## src/rtl/blink_meter.sv

```systemverilog
// -----------------------------------------------------------------------------
// blink_meter
//
// Measures a slow square wave (typically a blinker output) against i_clk.
// For every rising edge after the first, it reports the number of i_clk cycles
// since the previous rising edge (o_period). It also reports how many of those
// cycles the input was high (o_high). If no rising edge arrives within
// TIMEOUT_CYCLES, o_timeout is raised and the meter re-arms.
//
// Parameters
//   WIDTH           width of the period / high-time counters and outputs
//   TIMEOUT_CYCLES  cycles without a rising edge before timeout
//                   (must satisfy 2 <= TIMEOUT_CYCLES < 2**WIDTH)
//
// Ports
//   i_clk      in   1      system clock, all state on the rising edge
//   i_rst      in   1      asynchronous active-high reset (release must be
//                          synchronous to i_clk; not resynchronized here)
//   i_in       in   1      square wave under measurement, asynchronous
//   o_period   out  WIDTH  cycles between the last two rising edges
//   o_high     out  WIDTH  cycles i_in was high within that period
//   o_valid    out  1      one-cycle strobe, o_period/o_high updated
//   o_timeout  out  1      level, no rising edge within TIMEOUT_CYCLES
//
// Build option
//   BLINK_METER_DUTY_EN  when defined, the high-time counter is built and
//                        o_high is live. When undefined, o_high is tied to 0.
// -----------------------------------------------------------------------------
module blink_meter #(
    parameter int WIDTH          = 32,
    parameter int TIMEOUT_CYCLES = 200_000_000
) (
    input  logic             i_clk,
    input  logic             i_rst,
    input  logic             i_in,
    output logic [WIDTH-1:0] o_period,
    output logic [WIDTH-1:0] o_high,
    output logic             o_valid,
    output logic             o_timeout
);

    localparam logic [WIDTH-1:0] TIMEOUT_VAL = WIDTH'(TIMEOUT_CYCLES);
    localparam logic [WIDTH-1:0] ONE         = WIDTH'(1);

    typedef enum logic {
        IDLE    = 1'b0,
        MEASURE = 1'b1
    } state_t;

    // -------------------------------------------------------------------------
    // Input synchronizer and edge history
    // -------------------------------------------------------------------------
    logic meta_reg;   // first synchronizer stage (may be metastable)
    logic sync_reg;   // synchronized copy of i_in
    logic hist_reg;   // sync_reg delayed by one cycle, for edge detection
    logic rise;

    always_ff @(posedge i_clk or posedge i_rst) begin
        if (i_rst) begin
            meta_reg <= 1'b0;
            sync_reg <= 1'b0;
            hist_reg <= 1'b0;
        end else begin
            meta_reg <= i_in;
            sync_reg <= meta_reg;
            hist_reg <= sync_reg;
        end
    end

    assign rise = sync_reg & ~hist_reg;

    // -------------------------------------------------------------------------
    // Measurement state
    // -------------------------------------------------------------------------
    state_t           state_reg,      state_next;
    logic [WIDTH-1:0] period_cnt_reg, period_cnt_next;
    logic [WIDTH-1:0] period_reg,     period_next;
    logic             valid_reg,      valid_next;
    logic             timeout_reg,    timeout_next;

`ifdef BLINK_METER_DUTY_EN
    logic [WIDTH-1:0] high_cnt_reg,   high_cnt_next;
    logic [WIDTH-1:0] high_reg,       high_next;
`endif

    always_ff @(posedge i_clk or posedge i_rst) begin
        if (i_rst) begin
            state_reg      <= IDLE;
            period_cnt_reg <= '0;
            period_reg     <= '0;
            valid_reg      <= 1'b0;
            timeout_reg    <= 1'b0;
`ifdef BLINK_METER_DUTY_EN
            high_cnt_reg   <= '0;
            high_reg       <= '0;
`endif
        end else begin
            state_reg      <= state_next;
            period_cnt_reg <= period_cnt_next;
            period_reg     <= period_next;
            valid_reg      <= valid_next;
            timeout_reg    <= timeout_next;
`ifdef BLINK_METER_DUTY_EN
            high_cnt_reg   <= high_cnt_next;
            high_reg       <= high_next;
`endif
        end
    end

    // Counting convention: the cycle in which the rising edge is seen counts
    // as cycle 1 of the new period. That cycle is high, so the high counter
    // also restarts at 1. With that convention, a rising edge seen while the
    // period counter reads N reports exactly N. Toggling every cycle
    // therefore reports period 2, high 1.
    always_comb begin
        state_next      = state_reg;
        period_cnt_next = period_cnt_reg;
        period_next     = period_reg;
        valid_next      = 1'b0;
        timeout_next    = timeout_reg;
`ifdef BLINK_METER_DUTY_EN
        high_cnt_next   = high_cnt_reg;
        high_next       = high_reg;
`endif

        case (state_reg)
            IDLE: begin
                // The first edge only starts a period; there is nothing to
                // report yet.
                if (rise) begin
                    state_next      = MEASURE;
                    period_cnt_next = ONE;
                    timeout_next    = 1'b0;
`ifdef BLINK_METER_DUTY_EN
                    high_cnt_next   = ONE;
`endif
                end
            end

            MEASURE: begin
                // A rising edge is checked before the timeout. A period of
                // exactly TIMEOUT_CYCLES is still a valid measurement.
                if (rise) begin
                    period_next     = period_cnt_reg;
                    valid_next      = 1'b1;
                    period_cnt_next = ONE;
`ifdef BLINK_METER_DUTY_EN
                    high_next       = high_cnt_reg;
                    high_cnt_next   = ONE;
`endif
                end else if (period_cnt_reg == TIMEOUT_VAL) begin
                    // Leave the last reported values in place. Park the
                    // counters at zero until the next first edge.
                    state_next      = IDLE;
                    timeout_next    = 1'b1;
                    period_cnt_next = '0;
`ifdef BLINK_METER_DUTY_EN
                    high_cnt_next   = '0;
`endif
                end else begin
                    // The timeout bounds period_cnt below 2**WIDTH, so the
                    // counter cannot wrap. high_cnt never exceeds period_cnt.
                    period_cnt_next = period_cnt_reg + ONE;
`ifdef BLINK_METER_DUTY_EN
                    if (sync_reg) begin
                        high_cnt_next = high_cnt_reg + ONE;
                    end
`endif
                end
            end

            default: begin
                state_next = IDLE;
            end
        endcase
    end

    assign o_period  = period_reg;
    assign o_valid   = valid_reg;
    assign o_timeout = timeout_reg;

`ifdef BLINK_METER_DUTY_EN
    assign o_high = high_reg;
`else
    assign o_high = '0;
`endif

endmodule

```

## config.mk

```make
export PLATFORM = sky130hd
export DESIGN_NAME = blink_meter
export DESIGN_NICKNAME = d
export VERILOG_FILES = /design/src/rtl/blink_meter.sv
export SDC_FILE = /design/constraint.sdc
export NUM_CORES = 1
export LEC_CHECK = 0
export BUFFER_PORTS_ARGS = -buffer_cell sky130_fd_sc_hd__buf_2
export CAP_MARGIN = 20
export CORE_MARGIN = 10
export CORE_UTILIZATION = 45
export DETAILED_ROUTE_END_ITERATION = 6
export HOLD_SLACK_MARGIN = 0.1
export MAX_ROUTING_LAYER = met4
export PLACE_DENSITY = 0.79
export SKIP_CTS_REPAIR_TIMING = 1
export SYNTH_ARGS = -nofsm -noshare
export SYNTH_HDL_FRONTEND = slang
export SYNTH_SLANG_ARGS = --single-unit
```

## constraint.sdc

```tcl
create_clock -name i_clk -period 2 [get_ports i_clk]
set_input_delay 0.1 -clock i_clk [delete_from_list [all_inputs] [get_ports i_clk]]
set_output_delay 0.1 -clock i_clk [all_outputs]
set_load 0.01 [all_outputs]
```

* Word-level counts from Yosys, hierarchy flattened
Index checks and enable logic that the tools add are counted.
** Storage, ports and cells
- Input port bits :: 3
- Register bits :: 70
- Output and inout bits :: 66
- Word-level logic and storage cells :: 31
** Operators by class
- Mux-type cells :: 13
- Bitwise operators :: 3
- Equal/unequal tests :: 4
- Add/subtract/negate cells :: 1
- Reductions and logical operators :: 2
** Operators with widths (count)
- $mux 32 :: 3
- $pmux 32 s2 :: 1
- $add 32x1->32 const B :: 1
- $eq 32x28->1 const B :: 1
- $mux 1 :: 7
- $ne 2x2->1 const B :: 2
- $pmux 1 s2 :: 2
- $reduce_and 3->1 :: 1
- $ne 2x1->1 const B :: 1
- $not 1->1 :: 2
- $reduce_and 2->1 :: 1
- $and 1x1->1 :: 1

* Longest topological paths before layout
- Depth in word-level cells :: 4
- Depth in mapped cells :: 8
- Mapped depth without buffers :: 7

* Least setup slack after synthesis
OpenSTA, ideal clock, no wires.
- Kind :: register -> register
- Start point :: register period_cnt_reg[8]
- End point :: register period_cnt_reg[14]
- Data arrival time :: 1.903 ns
- Clock period less this slack :: 2.022 ns
- Library setup time :: 0.119 ns
- Path buffers :: 1
- Cell stages (with the launch flop) :: 7
- Data required time :: 1.881 ns
- Slack :: -0.022 ns
- Path through :: dfrtp_1 -> buf_6 -> or4b_4 -> nor4_4 -> a21oi_2 -> o21a_1 -> o21a_1
** On the way
- Word-level cells in the longest chain between the ends :: 4
- Elaborated cells between the ends (all ways) :: 5
- Classes of those cells :: add/sub (1); eq/ne (1); mux (3)
** RTL lines
- start: declaration :: RTL line 76 : logic [WIDTH-1:0] period_cnt_reg, period_cnt_next;
- start signal: assignment :: RTL line 99 : period_cnt_reg <= period_cnt_next;
- $add 32x1->32 / $eq 32x28->1 (equally long branches) :: RTL line 163, 151
- $mux 32 * :: RTL line 151 : end else if (period_cnt_reg == TIMEOUT_VAL) begin
- $mux 32 * :: RTL line 143 : if (rise) begin
- $pmux 32 s2 * :: RTL line 126 : case (state_reg)
Every way passes the cells marked *; elsewhere a longest branch is shown, timed or not.
A chain may end at the register's enable or synchronous reset.

* Worst setup path after layout
- Start point :: register period_cnt_reg[7]
- End point :: register period_cnt_reg[24]
Same word-level chain as after synthesis.

==> impl_metrics.csv <==
group,metric,value,unit
status,outcome,"completed",
logic_synthesis,postSynthAreaPerCell,10.4,µm²
placed_design,placement.cell_area,4310,µm²
worst_setup_path,crit_fanout,8,
power_and_ir_drop,power.density,693,nW/µm²
layout,synthToLayoutAreaGrowth,21.2,%
global_routing,grt_pass1_wl,16.4,mm
placed_design,gp_congestion,0.936,
timing,period_needed,1.92,ns
drt,viasPerCell,5.62,
logic_synthesis,synth_cells,367,
logic_synthesis,syn_area,3810,µm²
floorplan,die_x,112,µm
logic_synthesis,ys.flop_type,"dfrtp_1",
worst_setup_path,required,2.23,ns
floorplan,die_h,112,µm
placed_design,place_ws,0.0497,ns
placed_design,place_inst,543,
logic_synthesis,async_flop_share,1.00,
worst_setup_path,worst_path_largest_cell_delay,0.48,ns
global_routing,grt_pass1_vias,3137,
worst_setup_path,critical-path-slowest-cell,"dfrtp_2",
layout,mostFrequentLayoutCell,"dfrtp_1",
worst_setup_path,crit_family,"simple AND/OR/NAND/NOR gates",
logic_synthesis,yosys_warnings,0,
timing,hold_viol,0,
floorplan,core_region_area,8220,µm²
worst_setup_path,critPathLaunchType,"flip-flop",
layout,finalNetCount,457,
logic_synthesis,seq_area_frac_synth,0.460,
logic_synthesis,ys_types,52,
layout,layout_common_cells,"68 x dfrtp_1, 56 x buf_4, 36 x buf_2",
worst_setup_path,ff2ff_setup_slack,0.08,ns
clocking,clockRootBuffer,"clkbuf_8",
layout,fin_cells,561,
floorplan,placementRows,33,
timing,rsz0062_at_grt,"yes",
worst_setup_path,cp_num_buf_inv,1,
timing,fin_ws,0.0755,ns
timing,final.setup_skew,0.0114,ns
drt,routed_wl,10.3,mm
clocking,insertion_delay,0.35,ns
clocking,numCtsBuffers,9,
worst_setup_path,arrival,2.15,ns
drt,ant_nets,0,
drt,firstDrtPassIters,5,
timing,period_share,0.962,
logic_synthesis,synth-edff-count,0,
hold_path,hp-class,"flip-flop to flip-flop",
global_routing,antenna_found_initial,0,
flow_run,maxCapViolations,0,
layout,n_fill_cell,739,
power_and_ir_drop,p_leak,2.27,nW
power_and_ir_drop,peakVddDrop,387,µV
layout,final_area,4610,µm²
timing,drv_slew,0,
floorplan,die_area,12500,µm²
drt,route.vias.total,3152,
clocking,cts.htree.levels,3,
power_and_ir_drop,finalPower,0.00320,W
drt,drt_iter0_drc,216,
drt,drcViolationCount,0,
layout,layout-drive-gt1-share,0.360,
logic_synthesis,ys_seq_elements,70,
clocking,cts_tree,"done",
worst_setup_path,worstSetupPathType,"flip-flop to flip-flop",
timing,fmax,0.520,GHz
floorplan,io_pins,69,
clocking,clockBufferDepth,2,
clocking,clkSinkCount,70,
worst_setup_path,crit_chain,"or3_1, nor4_4, buf_4, nand2_1, a31oi_1, a21oi_1",
floorplan,start_util,0.464,
global_routing,grt_usage,0.165,
placed_design,hpwl,7.57,mm
clocking,path_clk_slew,0.08,ns
placed_design,portBuffers,36,
worst_setup_path,setup.worst_path.end_class,"flip-flop",
global_routing,grt_max_degree,71,
layout,insertedDiodeCount,0,
drt,wl_per_cell,18.4,µm
timing,setup_viol,0,
layout,fin_util,0.562,
global_routing,gr-total-overflow,0,
-- report_power, final --
group / internal [W] / total (W) / switching [W]
clock: 0.000695 / 0.00124 / 0.000541
combinational: 0.000178 / 0.000404 / 0.000226
sequential: 0.00149 / 0.00156 / 0.0000742
-- Yosys cell counts, drive strengths merged (5+ instances only) --
master	number	share of area
or3	5	0.0082
clkbuf	16	0.029
nand4	16	0.030
and3	6	0.0099
nand3	19	0.025
mux2	30	0.089
xor2	6	0.014
nand2	26	0.026
dfrtp	70	0.46
buf	38	0.073
o21ai	17	0.022
nor2	17	0.017
a21oi	18	0.026
nor4b	7	0.016
nor4	12	0.029
nor3	14	0.020
mux2i	5	0.013
-- area by class of cell --
cell class	instances	area, µm²	area share
Sequential cell	70	1750	0.380
Clock inverter	6	87.6	0.0190
Multi-Input combinational cell	269	1830	0.396
Timing Repair Buffer	97	672	0.146
Clock buffer	9	124	0.0268
Inverter	5	18.8	0.00407
Tap cell	105	131	0.0285
-- routing by layer --
layer / wire (µm) / GRT usage
met5: 0 / -
met4: 132 / 0.0533
met3: 660 / 0.0413
met2: 5110 / 0.265
met1: 4430 / 0.198
-- worst paths after layout --
kind	startpoint	to	cells after the start
max in group asynchronous	i_rst	period_cnt_reg[2]	4
hold / removal	meta_reg	sync_reg	0
hold reg to reg	meta_reg	sync_reg	0
setup reg to reg	period_cnt_reg[7]	period_cnt_reg[24]	6
setup / recovery	period_cnt_reg[7]	period_cnt_reg[24]	6
min in group asynchronous	i_rst	o_period[7]	4
-- cell families after synthesis --
logic type | count (synthesis) | synth area share
muxes | 35 | 0.102
and+or+nand+nor | 140 | 0.221
buffers and inverters | 59 | 0.107
AOI/OAI and AO/OA | 51 | 0.0818
xor gates and xnor gates | 9 | 0.0207
adders and majority gates | 2 | 0.00657
DFF | 70 | 0.460
other | 1 | 0.000985
-- per-stage QoR --
step | hold slack, ns | setup TNS, ns
global placement | 0.202 | 0
floorplan | 0.131 | 0
detailed placement | 0.210 | 0
CTS | -0.172 | 0
global route | 0.367 | -0.540
finish | 0.351 | 0
(Power assumes the default switching activity.)
